**src/rtl/mult_div_unit.sv**
```systemverilog
// Iterative multiply (radix-2 Booth) / divide (restoring) unit, one bit per cycle, HI/LO results.
// Optional MULTDIV_UNSIGNED_EN enables multu/divu via op[1]; otherwise every operation is signed.
module mult_div_unit #(
  parameter int unsigned WIDTH = 32
) (
  input  logic             clk,
  input  logic             reset,
  input  logic             start,
  input  logic [1:0]       op,
  input  logic [WIDTH-1:0] a,
  input  logic [WIDTH-1:0] b,
  output logic             busy,
  output logic             done,
  output logic             div_zero,
  output logic [WIDTH-1:0] hi,
  output logic [WIDTH-1:0] lo
);

  // Two guard bits keep Booth partial sums exact even for a zero-extended multiplicand.
  localparam int unsigned ACC_W = WIDTH + 2;
  localparam int unsigned CNT_W = $clog2(WIDTH + 1);

  typedef enum logic [1:0] {
    S_IDLE = 2'd0,
    S_RUN  = 2'd1,
    S_DONE = 2'd2
  } state_t;

  state_t           state, state_nx;
  logic [CNT_W-1:0] count;
  logic [ACC_W-1:0] acc;
  logic [ACC_W-1:0] mcand;
  logic [WIDTH-1:0] qreg;
  logic             q_1;
  logic             is_div;
  logic             neg_q;
  logic             neg_r;
  logic             uns_c;

`ifdef MULTDIV_UNSIGNED_EN
  logic             fix_hi;
  assign uns_c = op[1];
`else
  logic             unused_op;
  assign unused_op = op[1];
  assign uns_c     = 1'b0;
`endif

  // Request decode and operand magnitudes
  logic             accept_c;
  logic             dz_c;
  logic             a_neg_c;
  logic             b_neg_c;
  logic [WIDTH-1:0] a_mag_c;
  logic [WIDTH-1:0] b_mag_c;

  assign accept_c = start && (state != S_RUN);
  assign dz_c     = op[0] && (b == '0);
  assign a_neg_c  = !uns_c && a[WIDTH-1];
  assign b_neg_c  = !uns_c && b[WIDTH-1];
  assign a_mag_c  = a_neg_c ? (~a + WIDTH'(1)) : a;
  assign b_mag_c  = b_neg_c ? (~b + WIDTH'(1)) : b;

  // One iteration step for whichever operation is in flight
  logic [ACC_W-1:0] booth_sum_c;
  logic [ACC_W-1:0] acc_nx_c;
  logic [WIDTH-1:0] q_nx_c;
  logic             q1_nx_c;
  logic [WIDTH:0]   rem_sh_c;
  logic [WIDTH+1:0] trial_c;

  always_comb begin
    booth_sum_c = acc;
    acc_nx_c    = acc;
    q_nx_c      = qreg;
    q1_nx_c     = q_1;
    rem_sh_c    = {acc[WIDTH-1:0], qreg[WIDTH-1]};
    trial_c     = {1'b0, rem_sh_c} - {1'b0, mcand[WIDTH:0]};
    if (is_div) begin
      acc_nx_c = trial_c[WIDTH+1] ? ACC_W'(rem_sh_c) : ACC_W'(trial_c[WIDTH:0]);
      q_nx_c   = {qreg[WIDTH-2:0], !trial_c[WIDTH+1]};
    end else begin
      case ({qreg[0], q_1})
        2'b01:   booth_sum_c = acc + mcand;
        2'b10:   booth_sum_c = acc - mcand;
        default: booth_sum_c = acc;
      endcase
      acc_nx_c = {booth_sum_c[ACC_W-1], booth_sum_c[ACC_W-1:1]};
      q_nx_c   = {booth_sum_c[0], qreg[WIDTH-1:1]};
      q1_nx_c  = qreg[0];
    end
  end

  // Final-edge result with sign fix-up folded in
  logic [WIDTH-1:0] hi_res_c;
  logic [WIDTH-1:0] lo_res_c;

  always_comb begin
    hi_res_c = acc_nx_c[WIDTH-1:0];
    lo_res_c = q_nx_c;
    if (is_div) begin
      if (neg_r) hi_res_c = ~acc_nx_c[WIDTH-1:0] + WIDTH'(1);
      if (neg_q) lo_res_c = ~q_nx_c + WIDTH'(1);
    end
`ifdef MULTDIV_UNSIGNED_EN
    // Booth treats the multiplier as signed; an unsigned multiplier with MSB set needs +a<<WIDTH.
    else if (fix_hi) begin
      hi_res_c = acc_nx_c[WIDTH-1:0] + mcand[WIDTH-1:0];
    end
`endif
  end

  always_ff @(posedge clk or negedge reset) begin
    if (!reset) state <= S_IDLE;
    else        state <= state_nx;
  end

  always_comb begin
    state_nx = state;
    case (state)
      S_IDLE:  if (start) state_nx = dz_c ? S_DONE : S_RUN;
      S_RUN:   if (count == CNT_W'(1)) state_nx = S_DONE;
      S_DONE:  if (start) state_nx = dz_c ? S_DONE : S_RUN;
               else       state_nx = S_IDLE;
      default: state_nx = S_IDLE;
    endcase
  end

  // Status outputs, operand latch and iteration datapath
  always_ff @(posedge clk or negedge reset) begin
    if (!reset) begin
      busy     <= 1'b0;
      done     <= 1'b0;
      div_zero <= 1'b0;
      hi       <= '0;
      lo       <= '0;
      count    <= '0;
      acc      <= '0;
      mcand    <= '0;
      qreg     <= '0;
      q_1      <= 1'b0;
      is_div   <= 1'b0;
      neg_q    <= 1'b0;
      neg_r    <= 1'b0;
    end else begin
      busy <= (state_nx == S_RUN);
      done <= (state_nx == S_DONE);
      if (accept_c) begin
        div_zero <= dz_c;
        is_div   <= op[0];
        acc      <= '0;
        q_1      <= 1'b0;
        count    <= dz_c ? CNT_W'(0) : CNT_W'(WIDTH);
        if (op[0]) begin
          mcand <= {2'b00, b_mag_c};
          qreg  <= a_mag_c;
          neg_q <= a_neg_c ^ b_neg_c;
          neg_r <= a_neg_c;
        end else begin
          mcand <= {{2{a_neg_c}}, a};
          qreg  <= b;
          neg_q <= 1'b0;
          neg_r <= 1'b0;
        end
      end else if (state == S_RUN) begin
        acc   <= acc_nx_c;
        qreg  <= q_nx_c;
        q_1   <= q1_nx_c;
        count <= count - CNT_W'(1);
        if (count == CNT_W'(1)) begin
          hi <= hi_res_c;
          lo <= lo_res_c;
        end
      end
    end
  end

`ifdef MULTDIV_UNSIGNED_EN
  always_ff @(posedge clk or negedge reset) begin
    if (!reset)        fix_hi <= 1'b0;
    else if (accept_c) fix_hi <= !op[0] && op[1] && b[WIDTH-1];
  end
`endif

endmodule
```
**config.mk**
```make
export PLATFORM = sky130hd
export DESIGN_NAME = mult_div_unit
export DESIGN_NICKNAME = d
export VERILOG_FILES = /design/src/rtl/mult_div_unit.sv
export SDC_FILE = /design/constraint.sdc
export NUM_CORES = 1
export LEC_CHECK = 0
export CORE_ASPECT_RATIO = 1.75
export CORE_UTILIZATION = 35
export CTS_CLUSTER_SIZE = 14
export DETAILED_ROUTE_END_ITERATION = 8
export GPL_ROUTABILITY_DRIVEN = 0
export PLACE_DENSITY = 0.57
export SYNTH_ARGS = -nofsm -noshare
export SYNTH_HDL_FRONTEND = slang
export SYNTH_SLANG_ARGS = --single-unit
```
**constraint.sdc**
```tcl
create_clock -name clk -period 5.05 [get_ports clk]
set_clock_uncertainty 0.1 [all_clocks]
set_input_delay 1.515 -clock clk [delete_from_list [all_inputs] [get_ports clk]]
set_output_delay 1.515 -clock clk [all_outputs]
set_load 0.005 [all_outputs]
```
==> run_results.csv, run 1 <==
group,metric,value,unit
synthesis,synth_area,16500,um^2
layout,drive_gt1_share,23.6,%
floorplan,die_y,289,um
synthesis,synth_area_leaders,"dfrtp_1 27%, o21ai_0 7.3%, nand2_1 6.2%",
worst_setup_path,crit_required,5.27,ns
route,vias_per_cell,5.92,
placement,port_buffers,134,
cts,insertion_delay,0.47,ns
cts,cts-root-buf,"clkbuf_16",
worst_setup_path,worst-path-max-fanout,4,
sta,hold_viol,0,
synthesis,syn_area_per_cell,7.73,um^2
synthesis,synth_common_cells,"274 x nand2_1, 239 x o21ai_0, 178 x dfrtp_1",
synthesis,synth_fp_nets,2280,
sta,finalCritPeriodShare,102,%
worst_setup_path,worstSetupStartpointType,"flip-flop",
route,drtAntennaViolNets,0,
global_routing,met2_usage,55.9,%
layout,final_util,48.8,%
synthesis,yosys.area_share.adder,5.85,%
synthesis,synth_top_family_by_area,"compound AO/OA/AOI/OAI gates",
synthesis,synthCells,2135,
sta,tightest_slew,1.08,ns
layout,area_growth,36.6,%
cts,cts_buffers,17,
worst_setup_path,arrival,5.37,ns
global_routing,grt_overflow,0,
floorplan,placementRows,104,
route,drt_iter0_drc,1020,
global_routing,grt_pass1_vias,18800,
sta,hold_ws,0.377,ns
global_routing,grt.met1_usage,27.7,%
status,status,"finished, violations left",
synthesis,synth_xor_area_share,9.13,%
cts,cts_buffer_depth,2,
floorplan,initial_core_util,35.7,%
floorplan,io_pins,136,
layout,design.final.nets,2706,
floorplan,die_w,166,um
route,wl_per_cell,23.1,um
floorplan,core_area,46200,um^2
sta,report.final.slew_viol_count,0,
cts,clkTransAtPathRegs,0.07,ns
global_routing,grt_usage,29.9,%
synthesis,synthDistinctLibCells,98,
sta,slew_headroom,27.9,%
global_routing,busiest_layer,"met2",
cts,cts.sinks,178,
route,firstDrtPassIters,8,
sta,rsz0062_at_grt,"true",
route,drc,2,
global_routing,antenna_found_initial,0,
synthesis,synth_top_flop_cell,"dfrtp_1",
synthesis,synth_edf_count,0,
sta,finalSetupTns,-0.109,ns
placement,place_inst,3097,
placement,dp.final_hpwl,56500,um
sta,report.final.setup_viol,2,
sta,timing.final.crit_period,5.15,ns
cts,cts_max_level,4,
worst_hold_path,hp-class,"flip-flop to flip-flop",
global_routing,global_route.usage.met3,3.52,%
synthesis,ys_seq_area_share,27.0,%
route,wirelength,72800,um
cts,cts_tree,"yes",
sta,fin_ws,-0.104,ns
synthesis,yosysWarningCount,0,
floorplan,fp.dieArea,48000,um^2
synthesis,yosys.area.top_type,"dfrtp_1",
layout,layout.cells.non_filler,3157,
global_routing,grt_max_degree,107,
flow_run,cap_violations,0,
synthesis,async_flop_share,100,%
global_routing,grt_pass1_wl,108000,um
sta,fmaxAchievable,194,MHz
synthesis,yosys.area_share.simple,19.7,%
synthesis,yosysMostFrequentCell,"nand2_1",
worst_setup_path,critPathKind,"flip-flop to flip-flop",
synthesis,synth_top_area_share,27.0,%
route,vias,18700,
layout,diodes,0,
cts,hold_buffers,0,
synthesis,synth_compound_area_share,30.2,%
worst_setup_path,critPathCaptureType,"flip-flop",
synthesis,synth-seq-cells,178,
synthesis,synth.mux.area_fraction,2.93,%
status,violations,"design-rule violations, negative setup slack",
==> layout by cell type, fill, tap and decap left out, types with 9 or more instances in the layout <==
master and instances:
mux2_2 10, or3_1 20, buf_4 387, nand2_1 267, o31ai_1 42, a31o_2 11, a31oi_1 38, o21ai_0 227
nand2b_1 14, a21oi_2 13, nand3_1 54, nor2_1 140, o21a_1 14, nand4_1 22, o41ai_1 11, o21ai_1 16
a21o_1 46, a211o_1 9, dfrtp_1 177, a21oi_1 124, and3_1 13, clkbuf_16 17, and2_1 12, nor4_1 11
nor2b_1 15, buf_6 14, inv_1 75, xor2_1 95, mux2i_1 36, or4_1 11, a211oi_1 66, xnor2_1 69
nor3_1 41, ha_1 69, o211ai_1 13, clkdlybuf4s50_1 132
==> what timing repair did <==
item	in CTS	in global routing
pin swaps	17	53
setup endpoints to repair	11	18
gates resized for setup	34	123
setup buffers	2	26
==> layout make-up <==
class / instances / area, um^2
timing repair buffer: 540 / 4520
clock buffer: 17 / 425
fill: 4449 / 23700
tap: 583 / 729
sequential: 178 / 4460
multi-input combinational: 1746 / 11900
inverter: 78 / 293
clock inverter: 15 / 189
==> registers in the layout (all words and copies together) (netlist names), 2 cells and up <==
signal / count
acc: 34
mcand: 33
hi: 32
lo: 32
qreg: 32
count: 6
state: 2
==> critical path, cell delays in order (launching register included) <==
cell	delay [ns]
dfrtp_1	0.41
inv_1	0.09
ha_1	0.22
nand3_2	0.09
nor2_1	0.10
buf_4	0.15
and3_4	0.20
buf_6	0.14
a21oi_2	0.07
xnor2_2	0.19
ha_2	0.35
a21o_1	0.23
o21bai_4	0.19
or4_4	0.51
mux2i_2	0.19
nor3_2	0.07
a32oi_1	0.23
nand4b_1	0.28
or3_4	0.50
o41ai_4	0.39
mux2i_1	0.22
o211ai_1	0.11
==> layer usage <==
layer	share of wire, %	wire length (um)
met5	0	0
met3	4.7	3400
met2	52	37600
met4	11	7980
met1	33	23800
==> cells by family (layout without fill, tap and decap cells) <==
group,after synthesis,in the layout
simple gates,689,689
fa+ha+maj,76,76
flops,178,178
xor+xnor,172,172
compound gates,762,762
buf+inv,211,650
mux,47,47
==> through the flow <==
stage	instance area, um^2	worst slack [ns]
after global placement	20900	-0.365
final	22500	-0.104
after CTS	21700	-0.105
after global routing	22500	-0.236
after floorplan	16500	0.144
after detailed placement	20900	-0.404
==> path summary, 6_finish.rpt <==
path	from	endpoint	slack (ns)	cells past startpoint
worst max-delay path	mcand[1]	hi[30]	-0.10	21
worst min-delay path	hi[9]	hi[9]	0.38	1
worst max register to register	mcand[1]	hi[30]	-0.10	21
worst min register to register	hi[9]	hi[9]	0.38	1
max in group asynchronous	reset	is_div	2.89	2
min in group asynchronous	reset	hi[16]	1.01	1
Power of run 1 is left out: the tool's default activity adds up to more than one toggle a clock period on the data nets, which glitch-free logic cannot reach.
==> run 2: changes to the inputs <==
ABC_AREA = 1   (was not set)
PLACE_DENSITY = 0.56   (was 0.57)
==> run 2 against run 1 <==
Against the previous run: the flow now finishes without violations; register-to-register slack better by 0.46 ns; design area is 5.9% lower; critical path type unchanged; highest routed layer unchanged; hold slack better by 0.016 ns; sequential cell count stayed put; fmax is 9.8% higher; critical path depth is 13 higher; sequential share of layout area is 1.2 points higher; non-clock buffer count is 267 lower; final cell count is 18% higher; first-iteration DRC count is 57% higher; global-route usage is 1.4 points higher.
==> run_results.csv, run 2 <==
group,metric,value,unit
placement,dp.final_hpwl,62000,um
global_routing,grt_max_degree,89,
layout,largest_register_ffs,34,
layout,drive_gt1_share,9.84,%
worst_hold_path,worstHoldStart,"lo[24]",
placement,port_buffers,134,
status,status,"completed",
floorplan,io_pins,136,
worst_setup_path,reg2reg_setup_slack,0.36,ns
synthesis,yosys.area.top_type,"dfrtp_1",
cts,cts_max_level,4,
layout,area_growth,21.2,%
route,wl_per_cell,21.0,um
global_routing,grt_pass1_wl,117000,um
worst_hold_path,hp-class,"flip-flop to flip-flop",
synthesis,synth-seq-cells,178,
worst_setup_path,worst-path-max-fanout,4,
layout,largest_register,"acc",
global_routing,antenna_found_initial,0,
worst_setup_path,crit_top_cell,"nand2_1",
route,drt_iter0_drc,1603,
route,vias,20300,
global_routing,grt_pass1_vias,20100,
floorplan,fp.dieArea,50900,um^2
layout,nFillCells,5413,
synthesis,synth_top_area_share,25.5,%
synthesis,async_flop_share,100,%
synthesis,ys_seq_area_share,25.5,%
floorplan,initial_core_util,35.4,%
sta,timing.final.crit_period,4.69,ns
global_routing,global_route.usage.met3,3.41,%
placement,dpl_cell_area,20300,um^2
cts,cts.sinks,178,
route,drc,0,
worst_hold_path,hold_end,"lo[24]",
worst_hold_path,whs_path_depth,2,
worst_setup_path,slowest_delay,0.39,ns
synthesis,synth_edf_count,0,
sta,tightest_slew,1.12,ns
cts,hold_buffers,0,
synthesis,syn_area_per_cell,6.16,um^2
synthesis,synthDistinctLibCells,54,
sta,report.final.setup_viol,0,
global_routing,grt.met1_usage,30.7,%
worst_setup_path,worstSetupStartpointType,"flip-flop",
sta,finalCritPeriodShare,92.9,%
cts,cts_tree,"yes",
cts,clkTransAtPathRegs,0.09,ns
floorplan,die_w,171,um
synthesis,synth_area_leaders,"dfrtp_1 25%, nand2_1 16%, inv_1 8.4%",
layout,design.final.nets,3182,
cts,cts_buffer_depth,2,
sta,fmaxAchievable,213,MHz
synthesis,synthCells,2842,
floorplan,core_area,49500,um^2
global_routing,grt_overflow,0,
synthesis,synth_area,17500,um^2
route,firstDrtPassIters,6,
layout,mostFrequentLayoutCell,"nand2_1",
sta,hold_viol,0,
synthesis,yosysMostFrequentCell,"nand2_1",
worst_setup_path,r2r-end,"hi[30]",
worst_setup_path,slowest_stage,"dfrtp_1",
cts,cts_buffers,17,
route,vias_per_cell,5.48,
global_routing,busiest_layer,"met2",
cts,cts-root-buf,"clkbuf_16",
sta,slew_headroom,25.6,%
synthesis,yosysWarningCount,0,
layout,multi_input_comb_area,11400,um^2
worst_setup_path,critPathKind,"flip-flop to flip-flop",
layout,layout_common_cells,"719 x nand2_1, 389 x inv_1, 285 x nor2_1",
layout,seqCellArea,4460,um^2
placement,pre_cts_slack,-0.129,ns
route,wirelength,77800,um
synthesis,synth_common_cells,"734 x nand2_1, 390 x inv_1, 311 x nor2_1",
sta,hold_ws,0.392,ns
worst_setup_path,critPathCaptureType,"flip-flop",
sta,fin_ws,0.357,ns
cts,insertion_delay,0.46,ns
layout,diodes,0,
worst_setup_path,arrival,4.99,ns
layout,largestRegisters,"acc (34), mcand (33)",
worst_setup_path,r2r_cells,34,
global_routing,met2_usage,54.6,%
synthesis,synth_top_flop_cell,"dfrtp_1",
flow_run,cap_violations,0,
worst_setup_path,crit_required,5.35,ns
layout,fin_area,21200,um^2
synthesis,synth_fp_nets,2987,
route,drtAntennaViolNets,0,
worst_setup_path,startpoint,"mcand[0]",
sta,report.final.slew_viol_count,0,
global_routing,grt_usage,31.2,%
floorplan,die_y,298,um
floorplan,placementRows,108,
worst_setup_path,timing.rr.start,"mcand[0]",
run 2: changes by cell type after synthesis, sizes merged, moves of 59 or more:
cell / previous run / this run
a211oi: 76 / 2
inv: 76 / 402
nand2: 275 / 751
nand3: 59 / 239
nor2: 145 / 321
xnor2: 76 / 17
run 2: logic make-up (layout without fill, tap and decap cells):
| logic type | Yosys count | count (layout) | synth area share [%] |
|---|---|---|---|
| xor+xnor | 92 | 92 | 4.60 |
| compound gates | 568 | 568 | 18.7 |
| fa+ha+maj | 76 | 76 | 5.52 |
| buf+inv | 502 | 710 | 11.1 |
| flops | 178 | 178 | 25.5 |
| simple gates | 1426 | 1426 | 34.7 |
run 2: layer usage:
| layer | share of wire (%) | routed length (um) |
|---|---|---|
| met1 | 33 | 26000 |
| met2 | 49 | 38400 |
| met3 | 4.5 | 3520 |
| met4 | 13 | 9890 |
| met5 | 0 | 0 |
run 2: layout make-up:
class | count | share of cell area (%)
repair buffers | 273 | 11.3
multi-input cells | 2162 | 53.7
clock inverters | 15 | 0.956
well taps | 660 | 3.89
clock buffers | 17 | 2.01
inverters | 405 | 7.17
flip-flops and latches | 178 | 21.0
run 2: what timing repair did:
action                                  in CTS  in global routing
endpoints found under the setup margin      11                 22
pin swaps                                    0                 12
resized for setup                            5                 80
setup buffers                                0                  2
run 2: worst max-delay path by stage:
stage | endpoint | slack, ns | cells past startpoint
CTS | hi[29] | 0.05 | 32
detailed placement | hi[27] | -0.13 | 29
global placement | hi[29] | 0.002 | 33
global route | hi[30] | -0.004 | 35
finish | hi[30] | 0.36 | 34
floorplan | hi[29] | 1.01 | 31
run 2: metrics by stage:
stage	cells	util, %	setup TNS, ns
final	3710	42.9	0
after global routing	3710	42.9	-0.00360
after CTS	3708	42.3	0
after detailed placement	3676	41.0	-0.728
after global placement	3676	41.0	0
after floorplan	2842	-	0
run 2: critical path: cells and delay by family, from the launching register on:
kind	cells	cell delay (ns)
AND/OR/NAND/NOR	22	2.19
buffers and inverters	6	0.82
AO/OA/AOI/OAI	3	0.52
adder cells (fa/ha/maj)	2	0.51
flip-flops	1	0.39
XOR/XNOR	1	0.14
Power of run 2 is left out for the same reason.
